==> config.mk <==
export PLATFORM = sky130hd
export DESIGN_NAME = mem_port_arbiter
export DESIGN_NICKNAME = d
export VERILOG_FILES = /design/src/rtl/mem_port_arbiter.sv
export SDC_FILE = /design/constraint.sdc
export NUM_CORES = 1
export LEC_CHECK = 0
export ABC_AREA = 1
export CAP_MARGIN = 25
export CELL_PAD_IN_SITES_DETAIL_PLACEMENT = 1
export CELL_PAD_IN_SITES_GLOBAL_PLACEMENT = 2
export CORE_MARGIN = 5
export CORE_UTILIZATION = 24
export CTS_CLUSTER_SIZE = 16
export DETAILED_ROUTE_END_ITERATION = 10
export PLACE_DENSITY_LB_ADDON = 0.1
export SETUP_SLACK_MARGIN = 0.3
export SLEW_MARGIN = 20
export SYNTH_ARGS = -nofsm -noshare
export SYNTH_HDL_FRONTEND = slang
export SYNTH_SLANG_ARGS = --single-unit
==> constraint.sdc <==
create_clock -name clk -period 3.6 [get_ports clk]
set_clock_uncertainty 0.05 [all_clocks]
set_input_delay 0.36 -clock clk [delete_from_list [all_inputs] [get_ports clk]]
set_output_delay 0.36 -clock clk [all_outputs]
set_load 0.05 [all_outputs]
==> src/rtl/mem_port_arbiter.sv <==
// mem_port_arbiter: shares one single-port memory between instruction fetch
// and the memory-access stage.
//
// Each access is arbitrated in IDLE. The winner's command is latched there,
// and the access then runs through a request/response handshake
// (ISSUE -> [WAIT] -> RESP). The module also raises a stall request while
// either requester is waiting for its ack.
//
// Optional feature: define MEM_ARB_RR_EN for round-robin arbitration on
// simultaneous requests. Without it, data has fixed priority over fetch.

module mem_port_arbiter #(
   parameter int unsigned ADDR_W = 32,
   parameter int unsigned DATA_W = 32
) (
   input  logic              clk,
   input  logic              reset,

   // Fetch port (read only)
   input  logic              if_req,
   input  logic [ADDR_W-1:0] if_addr,
   output logic              if_ack,
   output logic [DATA_W-1:0] if_rdata,

   // Data port
   input  logic              d_req,
   input  logic              d_we,
   input  logic [ADDR_W-1:0] d_addr,
   input  logic [DATA_W-1:0] d_wdata,
   output logic              d_ack,
   output logic [DATA_W-1:0] d_rdata,

   // Memory command/response
   output logic              mem_valid,
   output logic              mem_we,
   output logic [ADDR_W-1:0] mem_addr,
   output logic [DATA_W-1:0] mem_wdata,
   input  logic              mem_ready,
   input  logic              mem_rvalid,
   input  logic [DATA_W-1:0] mem_rdata,

   // Hazard-unit stall request
   output logic              stall_req
);

   typedef enum logic [1:0] {
      StIdle,
      StIssue,
      StWait,
      StResp
   } state_e;

   typedef enum logic [1:0] {
      GrNone,
      GrFetch,
      GrData
   } grant_e;

   state_e              state_q,     state_d;
   grant_e              grant_q,     grant_d;
   logic                cmd_we_q,    cmd_we_d;
   logic [ADDR_W-1:0]   cmd_addr_q,  cmd_addr_d;
   logic [DATA_W-1:0]   cmd_wdata_q, cmd_wdata_d;
   logic [DATA_W-1:0]   if_rdata_q,  if_rdata_d;
   logic [DATA_W-1:0]   d_rdata_q,   d_rdata_d;
   grant_e              winner;

`ifdef MEM_ARB_RR_EN
   grant_e              last_grant_q, last_grant_d;
`endif

   // Pick the requester to serve if IDLE grants this cycle.
   always_comb begin
      winner = GrNone;
`ifdef MEM_ARB_RR_EN
      // On a tie, the requester served less recently wins.
      if (if_req && d_req) begin
         winner = (last_grant_q == GrData) ? GrFetch : GrData;
      end else if (d_req) begin
         winner = GrData;
      end else if (if_req) begin
         winner = GrFetch;
      end
`else
      if (d_req) begin
         winner = GrData;
      end else if (if_req) begin
         winner = GrFetch;
      end
`endif
   end

   // Next state and next values of the latched command and read-data registers.
   always_comb begin
      state_d     = state_q;
      grant_d     = grant_q;
      cmd_we_d    = cmd_we_q;
      cmd_addr_d  = cmd_addr_q;
      cmd_wdata_d = cmd_wdata_q;
      if_rdata_d  = if_rdata_q;
      d_rdata_d   = d_rdata_q;
`ifdef MEM_ARB_RR_EN
      last_grant_d = last_grant_q;
`endif

      unique case (state_q)
         StIdle: begin
            // Request inputs are sampled only here; later changes are ignored.
            if (winner != GrNone) begin
               grant_d = winner;
               state_d = StIssue;
`ifdef MEM_ARB_RR_EN
               last_grant_d = winner;
`endif
               if (winner == GrData) begin
                  cmd_we_d    = d_we;
                  cmd_addr_d  = d_addr;
                  cmd_wdata_d = d_wdata;
               end else begin
                  cmd_we_d    = 1'b0;
                  cmd_addr_d  = if_addr;
                  cmd_wdata_d = '0;
               end
            end
         end

         StIssue: begin
            // The command stays on the bus unchanged until the memory accepts it.
            if (mem_ready) begin
               state_d = cmd_we_q ? StResp : StWait;
            end
         end

         StWait: begin
            if (mem_rvalid) begin
               if (grant_q == GrData) begin
                  d_rdata_d = mem_rdata;
               end else begin
                  if_rdata_d = mem_rdata;
               end
               state_d = StResp;
            end
         end

         StResp: begin
            state_d = StIdle;
            grant_d = GrNone;
         end

         default: begin
            state_d = StIdle;
            grant_d = GrNone;
         end
      endcase
   end

   // State and datapath registers. An asynchronous reset aborts any access in flight.
   always_ff @(posedge clk or negedge reset) begin
      if (!reset) begin
         state_q     <= StIdle;
         grant_q     <= GrNone;
         cmd_we_q    <= 1'b0;
         cmd_addr_q  <= '0;
         cmd_wdata_q <= '0;
         if_rdata_q  <= '0;
         d_rdata_q   <= '0;
      end else begin
         state_q     <= state_d;
         grant_q     <= grant_d;
         cmd_we_q    <= cmd_we_d;
         cmd_addr_q  <= cmd_addr_d;
         cmd_wdata_q <= cmd_wdata_d;
         if_rdata_q  <= if_rdata_d;
         d_rdata_q   <= d_rdata_d;
      end
   end

`ifdef MEM_ARB_RR_EN
   // Remember the most recent grant. Reset points it at fetch, so data wins the first tie.
   always_ff @(posedge clk or negedge reset) begin
      if (!reset) begin
         last_grant_q <= GrFetch;
      end else begin
         last_grant_q <= last_grant_d;
      end
   end
`endif

   // Memory command outputs come straight from the latched command.
   always_comb begin
      mem_valid = (state_q == StIssue);
      mem_we    = mem_valid & cmd_we_q;
      mem_addr  = cmd_addr_q;
      mem_wdata = cmd_wdata_q;
   end

   // Requester outputs. The ack pulses in RESP, and read data holds between acks.
   always_comb begin
      if_ack   = (state_q == StResp) && (grant_q == GrFetch);
      d_ack    = (state_q == StResp) && (grant_q == GrData);
      if_rdata = if_rdata_q;
      d_rdata  = d_rdata_q;
   end

   // Stall while a request waits for its ack. Forced low while reset is asserted.
   always_comb begin
      stall_req = reset & ((if_req & ~if_ack) | (d_req & ~d_ack));
   end

endmodule

==> results of run 1 <==
-- cell usage after synthesis, types with 2 or more instances --
master	n	area [sq um]
buf_2	17	85.1
buf_4	4	30.0
buf_6	7	78.8
clkbuf_2	3	15.0
dfrtp_1	133	3330
ha_1	5	62.6
inv_1	42	158
inv_2	4	15.0
nand2_1	374	1400
nand3_1	3	15.0
nand4_1	2	12.5
nor2_1	3	11.3
o211ai_1	2	15.0
o21ai_0	58	290
o21ai_1	6	30.0
-- logic make-up (layout without fill, tap and decap cells) --
| group | count (synthesis) | in the layout | synth area share (%) |
|---|---|---|---|
| flops | 133 | 133 | 59.2 |
| fa+ha+maj | 5 | 5 | 1.11 |
| buf+inv | 80 | 355 | 7.03 |
| simple gates | 385 | 385 | 26.2 |
| compound gates | 69 | 69 | 6.48 |
-- flip-flops by register name (all words and copies together), names as in the netlist --
signal     cells
grant_q        2
mem_wdata     32
if_rdata      32
state_q        2
cmd_we_q       1
d_rdata       32
mem_addr      32
-- layout make-up --
type                       count  area share, %
sequential                   133           36.4
timing repair buffer         275           29.9
inverter                      48           2.00
tap                          319           4.37
clock buffer                  19           4.85
clock inverter                13           1.64
multi-input combinational    459           20.8
-- stage by stage --
step / hold slack, ps / setup slack [ps]
final: 324 / 1040
after global routing: 320 / 932
after floorplan: 14.4 / 1280
after detailed placement: 189 / 1070
after CTS: 301 / 991
after global placement: 188 / 1200
-- critical path, stage by stage, from the launching register on --
cell and delay [ps]:
dfrtp_1 430, inv_1 130, ha_1 200, nand2_1 60, inv_1 60, clkdlybuf4s50_1 860
-- per-layer routing --
metal  wire, microns  GRT usage (%)
met3            1280           4.57
met4             387           4.88
met1            8200           17.8
met2            9430           24.3
met5               7              0
-- repair_timing --
action | CTS | global route
hold buffers | 1 | 0
buffers inserted | 0 | 0
endpoints found under the hold margin | 23 | 0
-- cells in the final DEF, fill, tap and decap left out --
master	Yosys	layout
nand2_1	374	374
clkdlybuf4s50_1	0	265
dfrtp_1	133	133
o21ai_0	58	58
inv_1	42	42
clkbuf_16	0	17
buf_4	4	8
o21ai_1	6	6
clkinv_4	0	6
ha_1	5	5
inv_2	4	4
nand3_1	3	3
nor2_1	3	3
o211ai_1	2	2
nand4_1	2	2
bufinv_16	0	2
clkinvlp_4	0	2
inv_6	0	2
a21boi_0	1	1
inv_4	1	1
nand2_2	1	1
nand2_4	1	1
clkinv_1	1	1
o21ai_4	1	1
a21oi_1	1	1
nand3_2	1	1
clkinv_2	0	1
clkbuf_1	1	1
clkbuf_8	0	1
dlygate4sd3_1	0	1
buf_6	7	1
-- where the power goes --
group          internal, W  switching [W]  total [W]
Sequential         0.00216       0.000383    0.00254
Combinational      0.00156        0.00347    0.00504
Clock              0.00105       0.000699    0.00175
-- worst paths after layout --
| path | start | endpoint | slack [ps] | cells after the start |
|---|---|---|---|---|
| max in group asynchronous | reset | mem_addr[29]$_DFFE_PN0P_ | 2080 | 3 |
| min reg2reg | mem_wdata[19]$_DFFE_PN0P_ | mem_wdata[19]$_DFFE_PN0P_ | 420 | 2 |
| min in group clk | mem_wdata[19]$_DFFE_PN0P_ | mem_wdata[19]$_DFFE_PN0P_ | 420 | 2 |
| min | reset | d_rdata[7]$_DFFE_PN0P_ | 320 | 2 |
| max reg2reg | state_q[0]$_DFFE_PN0P_ | mem_addr[29]$_DFFE_PN0P_ | 1400 | 6 |
| max | state_q[1]$_DFFE_PN0P_ | mem_we | 1040 | 5 |
==> summary.md, run 1 <==
| Metric | Value |
|---|---|
| CP required | `3190 ps` |
| Post-CTS resize count | `0` |
| Ys async rst share | `100%` |
| Tmin final | `2560 ps` |
| Gate Count Post-Synth | `672` |
| Clock sinks | `133` |
| Antenna violations before repair | `1` |
| RSZ-0062 raised after global routing | `no` |
| Synth Cell Area | `5620 sq um` |
| EDFF count, synth | `0` |
| Global route total overflow | `0` |
| WL final | `19.3 mm` |
| I/O pin count | `268` |
| Setup crit end kind | `output port` |
| Period utilization | `71.1%` |
| Die area | `26600 sq um` |
| DP HPWL | `14.4 mm` |
| Clock buffer depth | `2` |
| Initial core utilization | `24.2%` |
| Leak pwr | `4.48 nW` |
| Final Max Slew Viols | `0` |
| Global Route Usage Sum | `14.5%` |
| Die extent in x | `163 microns` |
| Routed Antenna Nets | `0` |
| Sequential area share after synthesis | `59.2%` |
| Worst-path fanout max | `5` |
| Relative slew margins | `46.5%` |
| Vias in the first global route | `5762` |
| Worst-path clk slew | `60 ps` |
| Fmax | `0.390 GHz` |
| Synth warnings | `0` |
| WL/cell | `15.3 microns` |
| Core area | `23300 sq um` |
| Measured slew at the worst slew-check pin | `803 ps` |
| Peak supply drop | `0.301 mV` |
| Predominant post-synthesis flop cell | `dfrtp_1` |
| Post-synthesis cell type count | `24` |
| Power Dens Cells | `1020 nW/um^2` |
| Status | `finished, final reports clean` |
| CTS tree | `built` |
| Clk_lat worst skew | `410 ps` |
| Initial DRT Pass Iterations | `4` |
| Placed Instances | `1233` |
| Drt via density | `4.11` |
| Die boundary height | `163 microns` |
| Sequential cell area | `3330 sq um` |
| Nets | `1074` |
| PortBufs | `267` |
| Placed inst area | `8530 sq um` |
| Filler instances | `2747` |
| Worst hold-check path type | `in2async` |
| Final hold vios | `0` |
| MaxCap Viol Count | `0` |
| Final design utilization | `39.3%` |
| Syn avg cell area | `8.36 sq um` |
| Overall power | `0.00933 W` |
| CP Class | `reg2out` |
| Synthesis-to-finish area growth | `62.5%` |
| Critical path arrival | `2150 ps` |
| Synthesized Nets | `812` |
| H-tree depth | `4` |
| Final GP Congestion | `0.755` |
| Root buffer cell | `clkbuf_16` |
| Cell Count, Final, Fillers Out | `1266` |
| Footprint of the multi-input gates | `1900 sq um` |
| Post-synthesis register bit count | `133` |
| Core Rows | `56` |
| Inserted Clock Buffers | `17` |
| Detailed Route Iter0 Violations | `205` |
| Fraction of layout cells with a size suffix above 1 | `5.17%` |
| # diodes | `0` |
| Setup TNS | `0 ps` |
| # DRC | `0` |
| Design area | `9130 sq um` |
| Global-route wire length before repair | `30.5 mm` |
| Final setup vio count | `0` |
| Via Count | `5203` |
| Worst setup SP type | `register` |
| Largest net degree at the start of global routing | `65` |
(Power assumes the default switching activity.)
==> run 2: changes to the inputs <==
- CORE_UTILIZATION: 24 -> 22
- clock period: 3.6 -> 2.6 ns (I/O delays scaled with it)
==> run 2 against run 1 <==
- worst setup slack lost 600 ps
- sequential power increased by 38%
- via count rose by 0.90%
- flip-flop and latch count unchanged
- critical path type unchanged
==> summary.md, run 2 (same netlist as run 1, synthesis figures left out) <==
| Metric | Value |
|---|---|
| Fmax | `0.463 GHz` |
| Initial core utilization | `22.3% (-1.8 points)` |
| Post-CTS Setup Repair Bufs | `0 (unchanged)` |
| Tmin final | `2160 ps` |
| Global route total overflow | `0 (unchanged)` |
| Global-route wire length before repair | `31.6 mm (+3.5%)` |
| CP Class | `reg2out` |
| Sw Ratio | `48.3% (-0.55 points)` |
| Critical path arrival | `1850 ps (-300 ps)` |
| Power Dens Cells | `1420 nW/um^2 (+39%)` |
| Final hold vios | `0 (unchanged)` |
| Status | `finished, final reports clean` |
| Die extent in x | `170 microns (+4.2%)` |
| Commonest cells after routing, fill and taps aside | `nand2_1, clkdlybuf4s50_1, dfrtp_1` |
| Die area | `28800 sq um (+8.5%)` |
| RSZ-0062 raised after global routing | `no` |
| Combinational Power Share | `53.5% (-0.5 points)` |
| Core Rows | `58 (+3.6%)` |
| Measured slew at the worst slew-check pin | `726 ps (-76.9 ps)` |
| Vias in the first global route | `5790 (+0.49%)` |
| Core area | `25200 sq um (+8.3%)` |
| Inserted Clock Buffers | `17 (unchanged)` |
| Worst-path fanout max | `5 (unchanged)` |
| Worst setup SP type | `register` |
| # diodes | `0 (unchanged)` |
| Via Count | `5250 (+0.90%)` |
| Final GP Congestion | `0.740 (-2.0%)` |
| Seq pwr share | `26.7% (-0.6 points)` |
| Worst-path clk slew | `70 ps (about the same)` |
| Clk_lat worst skew | `420 ps (about the same)` |
| I/O pin count | `268 (unchanged)` |
| Most common cell after layout, fill and taps aside | `nand2_1` |
| Initial DRT Pass Iterations | `4 (unchanged)` |
| Setup TNS | `0 ps (unchanged)` |
| CTS tree | `built` |
| Leak pwr | `4.55 nW (+1.4%)` |
| Drt via density | `4.10 (-0.12%)` |
| PortBufs | `267 (unchanged)` |
| Period utilization | `83.1%` |
| WL/cell | `15.7 microns (+2.6%)` |
| Final Max Slew Viols | `0 (unchanged)` |
| # DRC | `0 (unchanged)` |
| Global Route Usage Sum | `13.9% (-0.65 points)` |
| DP HPWL | `14.8 mm (+2.8%)` |
| Clock sinks | `133 (unchanged)` |
| Overall power | `0.0132 W (+41%)` |
| Fraction of layout cells with a size suffix above 1 | `5.37% (+0.20 points)` |
| Worst hold-check path type | `in2reg` |
| Final setup vio count | `0 (unchanged)` |
| Pre-CTS setup slack | `535 ps (-538 ps)` |
| Nets | `1077 (+0.28%)` |
| Detailed Route Iter0 Violations | `248 (+21%)` |
| Antenna violations before repair | `1 (unchanged)` |
| Clock power frac | `19.9% (+1.2 points)` |
| Die boundary height | `170 microns (+4.2%)` |
| Routed Antenna Nets | `0 (unchanged)` |
| Root buffer cell | `clkbuf_16` |
| Int Pwr | `0.00681 W (+43%)` |
| H-tree depth | `4 (unchanged)` |
| MaxCap Viol Count | `0 (unchanged)` |
| Clock buffer depth | `2 (unchanged)` |
| Peak supply drop | `0.539 mV (+79%)` |
| CP required | `2290 ps (-900 ps)` |
| Switching pwr | `0.00636 W (+40%)` |
| Synthesis-to-finish area growth | `64.7%` |
| Setup crit end kind | `output port` |
| PnR worst setup slack | `439 ps (-600 ps)` |
| WL final | `20.0 mm (+3.7%)` |
| Relative slew margins | `51.6% (+5.1 points)` |
| Largest net degree at the start of global routing | `134 (+110%)` |
-- run 2: path summary, 6_finish.rpt --
check                                          start                        end  slack, ps  cells after the start
min in group asynchronous                      reset    d_rdata[12]$_DFFE_PN0P_        590                      3
hold / removal                           d_wdata[21]  mem_wdata[21]$_DFFE_PN0P_        330                      3
setup / recovery              state_q[1]$_DFFE_PN0P_                     mem_we        440                      5
hold reg to reg            mem_wdata[10]$_DFFE_PN0P_  mem_wdata[10]$_DFFE_PN0P_        420                      2
max in group asynchronous                      reset   if_rdata[29]$_DFFE_PN0P_       1370                      3
setup reg to reg              state_q[0]$_DFFE_PN0P_   mem_addr[29]$_DFFE_PN0P_        660                      6
-- run 2: power groups by stage --
stage / clock network (W) / registers, W / logic (W)
final: 0.00261 / 0.00351 / 0.00705
after global routing: 0.00279 / 0.00365 / 0.00751
after floorplan: 0 / 0.00653 / 0.00149
after CTS: 0.00270 / 0.00353 / 0.00714
after detailed placement: 0 / 0.00355 / 0.00712
after global placement: 0 / 0.00352 / 0.00704
-- run 2: worst max-delay path, stage by stage, from the launching register on --
cell and delay (ps):
dfrtp_1 430, inv_1 130, ha_1 200, nand2_1 60, inv_1 60, dlygate4sd2_1 550
-- run 2: timing repair --
item | in CTS | in global routing
pin swaps | 0 | 0
resized for setup | 4 | 2
setup endpoints to repair | 4 | 2
hold buffers | 1 | 0
cloned | 0 | 0
hold endpoints to repair | 133 | 0
-- run 2: routing by layer --
layer,vias up,track usage [%],wire length [microns]
li1,2576,-,-
met1,2474,17.0,8150
met2,180,22.6,9650
met3,18,5.30,1870
met4,2,4.31,327
met5,-,0,11
-- run 2: area by class of cell --
| class | instances | area (sq um) |
|---|---|---|
| inverters | 48 | 183 |
| clock inverters | 13 | 198 |
| repair buffers | 278 | 2810 |
| multi-input cells | 459 | 1900 |
| clock buffers | 18 | 429 |
| well taps | 330 | 413 |
| fillers | 2931 | 15900 |
| flip-flops and latches | 133 | 3330 |
-- run 2: stage by stage --
step	instances	hold slack, ps	util, %	area, sq um
final	1279	329	36.8	9260
after CTS	1278	313	36.6	9230
after floorplan	672	-85.6	-	5620
after global placement	1246	403	34.1	8600
after detailed placement	1246	407	34.1	8600
after global routing	1279	328	36.8	9260
==> run 3: changes to the inputs <==
- clock period: 2.6 -> 2.17 ns (I/O delays scaled with it)
==> run 3 against run 2 <==
- clock-buffer cell count increased by 1
- cell count increased by 0.31%
- via count down 0.51%
- die area is the same
- critical path type unchanged
- critical endpoint is now stall_req
- largest cell class unchanged
- highest routed layer is now met4
==> summary.md, run 3 (same netlist as run 1, synthesis figures left out) <==
| Metric | Value |
|---|---|
| CTS tree | `built` |
| Clk_lat worst skew | `400 ps (-20 ps)` |
| PnR worst setup slack | `296 ps (-143 ps)` |
| # DRC | `0 (unchanged)` |
| Initial DRT Pass Iterations | `4 (unchanged)` |
| RR Startpoint | `state_q[1]$_DFFE_PN0P_` |
| Commonest cells after routing, fill and taps aside | `nand2_1, clkdlybuf4s50_1, dfrtp_1` |
| Most common cell after layout, fill and taps aside | `nand2_1` |
| Root buffer cell | `clkbuf_16` |
| Fmax | `0.534 GHz` |
| Clock power frac | `19.3% (-0.6 points)` |
| Worst-path fanout max | `3 (-2)` |
| Die extent in x | `170 microns (unchanged)` |
| Reg2reg setup slack | `420 ps (-240 ps)` |
| Sw Ratio | `50.5% (+2.2 points)` |
| Setup TNS | `0 ps (unchanged)` |
| CP delay by family, top | `flip-flops` |
| Synthesis-to-finish area growth | `64.0%` |
| Antenna violations before repair | `0 (-1)` |
| Status | `finished, final reports clean` |
| Global-route wire length before repair | `31.7 mm (+0.53%)` |
| Final setup vio count | `0 (unchanged)` |
| Worst setup SP type | `register` |
| Filler instances | `2943 (+0.41%)` |
| Largest net degree at the start of global routing | `78 (-42%)` |
| Detailed Route Iter0 Violations | `221 (-11%)` |
| CP required | `1900 ps (-390 ps)` |
| # diodes | `0 (unchanged)` |
| Fraction of layout cells with a size suffix above 1 | `6.82% (+1.4 points)` |
| Worst-path clk slew | `60 ps (about the same)` |
| PortBufs | `267 (unchanged)` |
| Die boundary height | `170 microns (unchanged)` |
| Global route total overflow | `0 (unchanged)` |
| Clock buffer depth | `2 (unchanged)` |
| Setup crit end kind | `output port` |
| Die area | `28800 sq um (unchanged)` |
| RSZ-0062 raised after global routing | `yes` |
| Pre-CTS setup slack | `167 ps (-368 ps)` |
| Period utilization | `86.4%` |
| Relative slew margins | `52.2% (+0.57 points)` |
| Cell Chain, Critical Path | `ha_4 > nand3_1 > nand2_2 > a21boi_4 > buf_12` |
| Switching pwr | `0.00757 W (+19%)` |
| WL/cell | `15.5 microns (-1.1%)` |
| Inserted Clock Buffers | `17 (unchanged)` |
| Core Rows | `58 (unchanged)` |
| FF-to-FF End | `if_rdata[1]$_DFFE_PN0P_` |
| Measured slew at the worst slew-check pin | `715 ps (-11.3 ps)` |
| Routed Antenna Nets | `0 (unchanged)` |
| Vias in the first global route | `5850 (+1.0%)` |
| Final GP Congestion | `0.739 (-0.26%)` |
| Final hold vios | `0 (unchanged)` |
| CP bufs+invs | `1 (-2)` |
| H-tree depth | `4 (unchanged)` |
| Initial core utilization | `22.3% (unchanged)` |
| Worst setup path start | `state_q[1]$_DFFE_PN0P_` |
| Critical path arrival | `1610 ps (-240 ps)` |
| Via Count | `5223 (-0.51%)` |
| MaxCap Viol Count | `0 (unchanged)` |
| Power Dens Cells | `1620 nW/um^2 (+14%)` |
| Tmin final | `1870 ps` |
| CP Class | `reg2out` |
| Combinational Power Share | `52.6% (-0.9 points)` |
| Worst hold-check path type | `in2async` |
| Seq pwr share | `28.1% (+1.4 points)` |
| Clock sinks | `133 (unchanged)` |
| Drt via density | `4.07 (-0.82%)` |
| WL final | `19.9 mm (-0.77%)` |
| Leak pwr | `5.17 nW (+14%)` |
| Final design utilization | `36.6% (-0.15 points)` |
| R2R depth | `8 (+2)` |
| Int Pwr | `0.00741 W (+8.8%)` |
| Final Max Slew Viols | `0 (unchanged)` |
| Largest stage delay, worst path | `440 ps (-110 ps)` |
| Slowest-stage cell, CP | `dfrtp_2` |
| Peak supply drop | `0.619 mV (+15%)` |
| Core area | `25200 sq um (unchanged)` |
| Global Route Usage Sum | `13.9% (about the same)` |
| DP HPWL | `15.0 mm (+1.4%)` |
| I/O pin count | `268 (unchanged)` |
| Nets | `1080 (+0.28%)` |
-- run 3: timing repair --
item / CTS / global route
hold buffers: 1 / 0
pin swaps: 2 / 1
gates resized for setup: 105 / 35
endpoints found under the setup margin: 112 / 103
endpoints found under the hold margin: 53 / 0
buffers inserted: 2 / 0
-- run 3: layer usage --
layer  vias up  global-route usage (%)  wire [microns]
li1       2584                       -               -
met1      2458                    17.6            8530
met2       167                    22.5            9420
met3        14                    5.06            1700
met4         0                    3.71             222
met5         -                       0               0
-- run 3: final cells by class --
type,count,area [sq um],area share [%]
flip-flops and latches,133,3330,36.1
repair buffers,281,2770,30.1
multi-input cells,459,1930,20.9
clock buffers,19,443,4.80
well taps,330,413,4.48
inverters,48,185,2.01
clock inverters,13,149,1.62
-- run 3: worst register-to-register path, delay by kind of cell, from the launching register on --
family                     cells  cell delay, ps
DFF                            1             440
buffers and inverters          3             510
and+or+nand+nor                2             160
adders and majority gates      1             190
AOI/OAI and AO/OA              2             340
-- run 3: per-stage QoR --
stage	power [W]	hold slack, ps	instances	area [sq um]
2_1_floorplan	0.00962	-129	672	5620
3_3_place_gp	0.0127	38.5	1248	8610
3_5_place_dp	0.0128	42.4	1248	8610
4_1_cts	0.0153	166	1283	9130
5_1_grt	0.0159	175	1283	9220
6_report	0.0150	174	1283	9220
-- run 3: power groups by stage --
stage | Sequential [W] | Combinational [W] | Clock, W
finish | 0.00421 | 0.00788 | 0.00289
global route | 0.00437 | 0.00846 | 0.00312
CTS | 0.00423 | 0.00804 | 0.00299
detailed placement | 0.00428 | 0.00854 | 0
global placement | 0.00426 | 0.00841 | 0
floorplan | 0.00783 | 0.00179 | 0
-- run 3: worst max path at each step --
stage	end	slack (ps)	cells past startpoint
finish	stall_req	300	5
global route	stall_req	220	5
CTS	stall_req	250	5
detailed placement	mem_addr[1]$_DFFE_PN0P_	170	7
global placement	stall_req	190	5
floorplan	stall_req	370	4
